File: config.mk
export PLATFORM = sky130hd
export DESIGN_NAME = fp_mul_pipelined
export DESIGN_NICKNAME = d
export VERILOG_FILES = /design/src/rtl/fp_mul_pipelined.sv
export SDC_FILE = /design/constraint.sdc
export NUM_CORES = 2
export LEC_CHECK = 0
export CAP_MARGIN = 20
export CORE_AREA = 2 2 221 245
export DETAILED_ROUTE_END_ITERATION = 8
export DIE_AREA = 0 0 223 247
export MAX_ROUTING_LAYER = met4
export PLACE_DENSITY = 0.71
export SYNTH_ARGS = -nofsm -noshare
export SYNTH_HDL_FRONTEND = slang
export SYNTH_SLANG_ARGS = --single-unit
File: constraint.sdc
create_clock -name clk -period 15.65 [get_ports clk]
set_input_delay 4.695 -clock clk [delete_from_list [all_inputs] [get_ports clk]]
set_output_delay 4.695 -clock clk [all_outputs]
set_load 0.02 [all_outputs]
File: src/rtl/fp_mul_pipelined.sv
// fp_mul_pipelined
//   Three-stage pipelined floating-point multiplier for an IEEE-754-style
//   {sign, exponent, fraction} format with configurable field widths.
//   Stage 1 unpacks and classifies both operands and resolves every special
//   case (NaN, infinity, zero). Stage 2 forms the full significand product
//   and the unbiased exponent sum. Stage 3 normalises, rounds to nearest
//   ties-to-even, detects overflow/underflow and drives the output registers.
//   Subnormal inputs are treated as signed zero. Results that fall below the
//   normal range are flushed to signed zero.
//
//   A single global stall is used: when the output holds a result that the
//   consumer has not taken, every stage freezes. Bubbles travel through the
//   pipeline like normal entries but never raise out_valid.
//
// Ports
//   clk        sole clock, rising edge
//   reset_n    asynchronous active-low reset
//   in_valid   operand pair a/b is present
//   in_ready   pipeline accepts operands this cycle
//   a, b       operands, W = 1+EXP_W+MAN_W bits
//   out_valid  result/flags are valid
//   out_ready  consumer accepts the result this cycle
//   result     product, W bits
//   flags      {invalid, overflow, underflow, inexact}, aligned with result

module fp_mul_pipelined #(
  parameter int EXP_W = 8,
  parameter int MAN_W = 23
) (
  input  logic                   clk,
  input  logic                   reset_n,
  input  logic                   in_valid,
  output logic                   in_ready,
  input  logic [EXP_W+MAN_W:0]   a,
  input  logic [EXP_W+MAN_W:0]   b,
  output logic                   out_valid,
  input  logic                   out_ready,
  output logic [EXP_W+MAN_W:0]   result,
  output logic [3:0]             flags
);

  localparam int W      = 1 + EXP_W + MAN_W;
  localparam int SIG_W  = MAN_W + 1;
  localparam int PROD_W = 2 * SIG_W;
  localparam int E_W    = EXP_W + 2;

  localparam logic signed [E_W-1:0] BIAS   = E_W'((1 << (EXP_W - 1)) - 1);
  localparam logic signed [E_W-1:0] E_MAX  = E_W'((1 << EXP_W) - 1);
  localparam logic signed [E_W-1:0] E_ZERO = '0;
  localparam logic [W-1:0]          QNAN   = {1'b0, {EXP_W{1'b1}}, 1'b1, {(MAN_W-1){1'b0}}};

  // Global advance: the whole pipeline moves only when the output slot is
  // empty or being drained this cycle.
  logic adv;

  // Stage 1 registers (unpack / classify)
  logic                s1_valid_d,      s1_valid_q;
  logic                s1_sign_d,       s1_sign_q;
  logic [EXP_W-1:0]    s1_exp_a_d,      s1_exp_a_q;
  logic [EXP_W-1:0]    s1_exp_b_d,      s1_exp_b_q;
  logic [SIG_W-1:0]    s1_sig_a_d,      s1_sig_a_q;
  logic [SIG_W-1:0]    s1_sig_b_d,      s1_sig_b_q;
  logic                s1_special_d,    s1_special_q;
  logic [W-1:0]        s1_spec_res_d,   s1_spec_res_q;
  logic [3:0]          s1_spec_flags_d, s1_spec_flags_q;

  // Stage 2 registers (multiply / exponent add)
  logic                s2_valid_d,      s2_valid_q;
  logic                s2_sign_d,       s2_sign_q;
  logic [PROD_W-1:0]   s2_prod_d,       s2_prod_q;
  logic signed [E_W-1:0] s2_exp_d,      s2_exp_q;
  logic                s2_special_d,    s2_special_q;
  logic [W-1:0]        s2_spec_res_d,   s2_spec_res_q;
  logic [3:0]          s2_spec_flags_d, s2_spec_flags_q;

  // Stage 3 / output registers (normalise / round / pack)
  logic                out_valid_d,     out_valid_q;
  logic [W-1:0]        result_d,        result_q;
  logic [3:0]          flags_d,         flags_q;

  // Operand fields
  logic                sign_a, sign_b;
  logic [EXP_W-1:0]    exp_a, exp_b;
  logic [MAN_W-1:0]    frac_a, frac_b;
  logic                a_nan, b_nan, a_inf, b_inf, a_zero, b_zero;

  // Stage 3 intermediates
  logic                top;
  logic [MAN_W-1:0]    frac_raw;
  logic                guard_bit, round_bit, sticky_bit;
  logic                round_up, carry, inexact;
  logic [MAN_W-1:0]    frac_rnd;
  logic signed [E_W-1:0] exp_fin;

  assign adv       = !out_valid_q || out_ready;
  assign in_ready  = adv;
  assign out_valid = out_valid_q;
  assign result    = result_q;
  assign flags     = flags_q;

  assign sign_a = a[W-1];
  assign sign_b = b[W-1];
  assign exp_a  = a[W-2:MAN_W];
  assign exp_b  = b[W-2:MAN_W];
  assign frac_a = a[MAN_W-1:0];
  assign frac_b = b[MAN_W-1:0];

  // Classification. Exponent zero covers both true zero and subnormals,
  // which are deliberately treated as zero.
  assign a_nan  = (&exp_a) && (frac_a != '0);
  assign b_nan  = (&exp_b) && (frac_b != '0);
  assign a_inf  = (&exp_a) && (frac_a == '0);
  assign b_inf  = (&exp_b) && (frac_b == '0);
  assign a_zero = (exp_a == '0);
  assign b_zero = (exp_b == '0);

  // Stage 1: unpack and resolve special operands. Priority is NaN first,
  // then infinity x zero, then infinity, then zero; anything left is a pair
  // of normal numbers that goes through the arithmetic path.
  always_comb begin
    s1_valid_d      = in_valid;
    s1_sign_d       = sign_a ^ sign_b;
    s1_exp_a_d      = exp_a;
    s1_exp_b_d      = exp_b;
    s1_sig_a_d      = {1'b1, frac_a};
    s1_sig_b_d      = {1'b1, frac_b};
    s1_special_d    = 1'b1;
    s1_spec_res_d   = '0;
    s1_spec_flags_d = '0;
    if (a_nan || b_nan) begin
      // Invalid only when a NaN input is signalling (fraction MSB clear).
      s1_spec_res_d   = QNAN;
      s1_spec_flags_d = {(a_nan && !frac_a[MAN_W-1]) || (b_nan && !frac_b[MAN_W-1]), 3'b000};
    end else if ((a_inf && b_zero) || (b_inf && a_zero)) begin
      s1_spec_res_d   = QNAN;
      s1_spec_flags_d = 4'b1000;
    end else if (a_inf || b_inf) begin
      s1_spec_res_d   = {sign_a ^ sign_b, {EXP_W{1'b1}}, {MAN_W{1'b0}}};
    end else if (a_zero || b_zero) begin
      s1_spec_res_d   = {sign_a ^ sign_b, {(W-1){1'b0}}};
    end else begin
      s1_special_d    = 1'b0;
    end
  end

  // Stage 2: full-width significand product and unbiased exponent sum.
  // The exponent is kept two bits wider than the field so both overflow
  // and underflow remain visible after normalisation and rounding.
  always_comb begin
    s2_valid_d      = s1_valid_q;
    s2_sign_d       = s1_sign_q;
    s2_prod_d       = PROD_W'(s1_sig_a_q) * PROD_W'(s1_sig_b_q);
    s2_exp_d        = $signed({2'b00, s1_exp_a_q}) + $signed({2'b00, s1_exp_b_q}) - BIAS;
    s2_special_d    = s1_special_q;
    s2_spec_res_d   = s1_spec_res_q;
    s2_spec_flags_d = s1_spec_flags_q;
  end

  // Stage 3 normalisation: the product of two [1,2) significands lies in
  // [1,4), so the leading one is at one of the two top bit positions. The
  // bits below the kept fraction provide guard, round and sticky.
  always_comb begin
    top = s2_prod_q[PROD_W-1];
    if (top) begin
      frac_raw   = s2_prod_q[2*MAN_W -: MAN_W];
      guard_bit  = s2_prod_q[MAN_W];
      round_bit  = s2_prod_q[MAN_W-1];
      sticky_bit = |s2_prod_q[MAN_W-2:0];
    end else begin
      frac_raw   = s2_prod_q[2*MAN_W-1 -: MAN_W];
      guard_bit  = s2_prod_q[MAN_W-1];
      round_bit  = s2_prod_q[MAN_W-2];
      sticky_bit = |s2_prod_q[MAN_W-3:0];
    end
    // Ties-to-even: on an exact half, round up only if the kept LSB is odd.
    round_up = guard_bit && (round_bit || sticky_bit || frac_raw[0]);
    inexact  = guard_bit || round_bit || sticky_bit;
    // Rounding an all-ones fraction wraps it to zero and carries into the
    // hidden bit, which is the same as 1.0 at the next exponent.
    frac_rnd = frac_raw + MAN_W'(round_up);
    carry    = round_up && (&frac_raw);
    exp_fin  = s2_exp_q + E_W'(top) + E_W'(carry);
  end

  // Stage 3 packing: special cases bypass the arithmetic; otherwise range
  // checks are done on the final exponent after rounding.
  always_comb begin
    out_valid_d = s2_valid_q;
    result_d    = result_q;
    flags_d     = flags_q;
    if (s2_valid_q) begin
      if (s2_special_q) begin
        result_d = s2_spec_res_q;
        flags_d  = s2_spec_flags_q;
      end else if (exp_fin >= E_MAX) begin
        result_d = {s2_sign_q, {EXP_W{1'b1}}, {MAN_W{1'b0}}};
        flags_d  = 4'b0101;
      end else if (exp_fin <= E_ZERO) begin
        result_d = {s2_sign_q, {(W-1){1'b0}}};
        flags_d  = 4'b0011;
      end else begin
        result_d = {s2_sign_q, exp_fin[EXP_W-1:0], frac_rnd};
        flags_d  = {3'b000, inexact};
      end
    end
  end

  // Control state and the visible outputs are reset; a reset drops any
  // operation in flight by clearing every valid bit.
  always_ff @(posedge clk or negedge reset_n) begin
    if (!reset_n) begin
      s1_valid_q  <= 1'b0;
      s2_valid_q  <= 1'b0;
      out_valid_q <= 1'b0;
      result_q    <= '0;
      flags_q     <= '0;
    end else if (adv) begin
      s1_valid_q  <= s1_valid_d;
      s2_valid_q  <= s2_valid_d;
      out_valid_q <= out_valid_d;
      result_q    <= result_d;
      flags_q     <= flags_d;
    end
  end

  // Datapath registers carry no reset; their contents only matter when the
  // matching valid bit is set.
  always_ff @(posedge clk) begin
    if (adv) begin
      s1_sign_q       <= s1_sign_d;
      s1_exp_a_q      <= s1_exp_a_d;
      s1_exp_b_q      <= s1_exp_b_d;
      s1_sig_a_q      <= s1_sig_a_d;
      s1_sig_b_q      <= s1_sig_b_d;
      s1_special_q    <= s1_special_d;
      s1_spec_res_q   <= s1_spec_res_d;
      s1_spec_flags_q <= s1_spec_flags_d;
      s2_sign_q       <= s2_sign_d;
      s2_prod_q       <= s2_prod_d;
      s2_exp_q        <= s2_exp_d;
      s2_special_q    <= s2_special_d;
      s2_spec_res_q   <= s2_spec_res_d;
      s2_spec_flags_q <= s2_spec_flags_d;
    end
  end

endmodule

Yosys cells after proc, flatten, opt, wreduce, memory -nomap -nowiden:

Index checks and enable logic that the tools add are counted.
Widths: inputs -> output; s select.

* add/sub/neg operators: 5
* $lt $le $gt $ge: 2
* muxes and demuxes: 15
* bitwise logic cells: 1
* multiply operators: 1
* reduce and logical (&&, ||, !) cells: 37

Operator list (count)
* $mux 32: 3
* $mux 31: 2
* $mul 24x24->48: 1
* $logic_not 23->1: 2
* $reduce_bool 23->1: 2
* $add 23x1->23: 1
* $mux 23: 1
* $reduce_and 23->1: 1
* $reduce_or 22->1: 1
* $reduce_or 21->1: 1
* $add 10x1->10: 2
* $logic_not 8->1: 2
* $reduce_and 8->1: 2
* $mux 4: 3
* $ge 10x9->1 const B: 1
* $le 10x1->1 const B: 1
* $logic_and 1x1->1: 10
* $logic_or 1x1->1: 10
* $sub 9x7->10 const B: 1
* $add 8x8->9: 1
* $mux 1: 4
* $logic_not 1->1: 3
* $mux 3: 1
* $reduce_or 3->1: 1
* 4 further kinds: 4

* register bits: 235
* word-level logic and storage cells: 82
* output and inout bits: 38
* input bits: 68

Logic depth before layout (Yosys ltp):

* word-level depth: 11
* depth in mapped cells: 27
* depth with buffers taken out: 25

Least setup slack after synthesis:

No wires, ideal clock.

* path kind: input -> output
* start point: input out_ready
* end point: output in_ready
* arrival: 8.634 ns
* stages: 2
* required time: 10.955 ns
* path buffers: 1
* path slack: 2.321 ns
* cells stage by stage: nand2b_1 > clkbuf_1

* cells in the longest elaborated chain, start to end: 1

RTL lines
* start: declaration: RTL line 37 `input logic out_ready,`
* $logic_or 1x1->1: RTL line 95 `assign adv = !out_valid_q || out_ready;`
* end: declaration: RTL line 33 `output logic in_ready,`

No other way between the ends.

Final worst setup path:

Same ends and word-level chain as after synthesis.

==> flow_metrics.tcl <==
set metrics [dict create \
    final_common_cell "inv_1" \
    wl_met1_mm 27.64 \
    path_common_cell "clkdlybuf4s50_1" \
    antenna_left 0 \
    core_sq_mm 0.05289 \
    die_w_um 223 \
    end_kind "output port" \
    vias 18670 \
    finalMaxSlewViolations 0 \
    cts_tree "done" \
    wl_per_cell_um 20.18 \
    crit_path_top_delay_cell "clkdlybuf4s50_1" \
    cts_resized 0 \
    tightestPinTransition_ns 1.194 \
    ys_types 62 \
    required_ns 10.96 \
    die-area_sq_mm 0.05508 \
    rsz0062_at_grt "false" \
    cts_sinks 171 \
    yosysTopAreaCell "fa_1" \
    grt_antenna_before_repair 0 \
    crit_arrival_ns 6.53 \
    postCtsSetupBuffers 0 \
    grt_pass1_wl_mm 109.2 \
    gr-total-overflow 0 \
    grt_use_total 0.2670 \
    nets 3444 \
    synth_warnings 0 \
    max_freq_mhz 89.13 \
    crit_chain "clkdlybuf4s50_1, nand2b_4, clkdlybuf4s50_1" \
    port-buffer-count 105 \
    syn_area_sq_mm 0.02599 \
    finalHoldViolCount 0 \
    layout_common_cells "inv_1 (594), fa_1 (484), nand2_1 (333)" \
    setup_viol 0 \
    remaining_drc_errors 0 \
    seq_area_frac_synth 0.1901 \
    worstHoldPathType "reg -> reg" \
    cts-hold-fix-buffers 0 \
    fin_crit_sh 0.7169 \
    worst-setup-path-type "in -> out" \
    die_y_um 247 \
    cts_root_buf "clkbuf_16" \
    cts.htree.levels 4 \
    io_pins 106 \
    rows 89 \
    synth.avg_cell_area_sq_um 9.782 \
    fin_crit_ns 11.22 \
    postSynth.asyncResetShare 0.2281 \
    setup_tns_ns 0 \
    drtIter0Drc 1254 \
    crit_fanout 54 \
    synthesis.nets 3400 \
    synth_ff_type "edfxtp_1" \
    top_layer "met4" \
    clkTransAtPathRegs_ns 0.07 \
    clockBufferDepth 2 \
    grt_pass1_vias 20340 \
    place.detailed.hpwl_mm 52.94 \
    synth_seq_cells 171 \
    yosysTopAreaCellShare 0.3728 \
    synth_area_leaders "fa_1 (37%), edfxtp_1 (15%), ha_1 (9.2%)" \
    clock_latency_ns 0.46 \
    synth_edf_count 132 \
    numCtsBuffers 17 \
    cpPeakStageDelay_ns 0.74 \
    diodes 0 \
    utilization 0.5372 \
    route.met3.wl_mm 4.561 \
    fin_worst_skew_ns 0.01457 \
    start_kind "input pin" \
    drive_gt1_frac 0.03021 \
    routed_via_density 5.499 \
    status "finished, final reports clean" \
    grt_max_degree 85 \
    drt_first_pass_iters 7 \
    initial_utilization 0.4914 \
    wl_mm 68.52 \
    area_delta_synth_final_pct 9.329 \
    slew_headroom 0.2039 \
    gp_congestion 0.9565 \
    routed-wl-met2_mm 33.55 \
    synth_cells 2657 \
    cap_viol_max_count 0 \
]
-- through the flow --
stage          hold slack [ns]  std cells  cell area [sq um]  setup slack, ns
2_1_floorplan           0.4003       2657              25990            2.321
3_3_place_gp            0.4035       3356              27650            4.476
3_5_place_dp            0.4079       3356              27650            4.421
4_1_cts                 0.4253       3388              28270            4.434
5_1_grt                 0.4302       3396              28420            4.347
6_report                0.4300       3396              28420            4.430
-- final timing paths --
check	from	to	slack, ns	cells after the start
max	out_ready	in_ready	4.43	3
min	s1_spec_res_q[29]	s2_spec_res_q[30]	0.43	0
max reg2reg	s1_sig_b_q[0]	s2_prod_q[47]	7.39	23
min reg2reg	s1_spec_res_q[29]	s2_spec_res_q[30]	0.43	0
max in group asynchronous	reset_n	result[14]	10.74	1
min in group asynchronous	reset_n	result[25]	4.36	1
-- Yosys cell counts, types with 14 or more instances --
| cell type | count |
|---|---|
| a21o_1 | 24 |
| a21oi_1 | 54 |
| a22o_1 | 22 |
| and2_1 | 242 |
| clkbuf_1 | 103 |
| dfrtp_1 | 39 |
| edfxtp_1 | 132 |
| fa_1 | 484 |
| ha_1 | 191 |
| inv_1 | 594 |
| nand2_1 | 333 |
| nand3_1 | 14 |
| nand4_1 | 20 |
| nor2_1 | 77 |
| nor2b_1 | 14 |
| nor4_1 | 20 |
| o21ai_0 | 26 |
| xnor2_1 | 49 |
| xor2_1 | 38 |
-- cells by family (layout without fill, tap and decap cells) --
kind of cell / Yosys count / count (layout) / share of synthesized area
flip-flops: 171 / 171 / 0.1901
multiplexers: 15 / 15 / 0.005969
XOR/XNOR: 87 / 87 / 0.02932
buffers and inverters: 711 / 768 / 0.1031
AO/OA/AOI/OAI: 214 / 214 / 0.05700
AND/OR/NAND/NOR: 784 / 784 / 0.1499
adder cells (fa/ha/maj): 675 / 675 / 0.4647
-- layout make-up --
type | count | area, sq um
clock inverter | 15 | 193.9
multi-input combinational | 1775 | 18380
clock buffer | 17 | 425.4
timing repair buffer | 138 | 1379
sequential | 171 | 4940
tap | 682 | 853.3
inverter | 598 | 2245
fill | 4629 | 24480
-- worst max-delay path: cells and delay by family --
family / cells / cell delay, ns
simple gates: 1 / 0.57
buf+inv: 2 / 1.20
-- flip-flops by register name, indices dropped and copies added (netlist names), 3 cells and up --
name / flops
result: 32
s2_exp_q: 10
s2_spec_res_q: 3
flags: 4
s1_exp_a_q: 8
s1_sig_a_q: 23
s1_exp_b_q: 8
s2_prod_q: 48
s1_spec_res_q: 3
s1_sig_b_q: 23
-- routing by layer --
layer	global-route usage	vias up
met5	-	-
met4	0.1066	0
met3	0.04242	176
met2	0.4467	737
met1	0.3261	9545
li1	-	8216
Power is not shown: default switching activity piles up to over one toggle a cycle in this logic, so the estimate is an artifact.
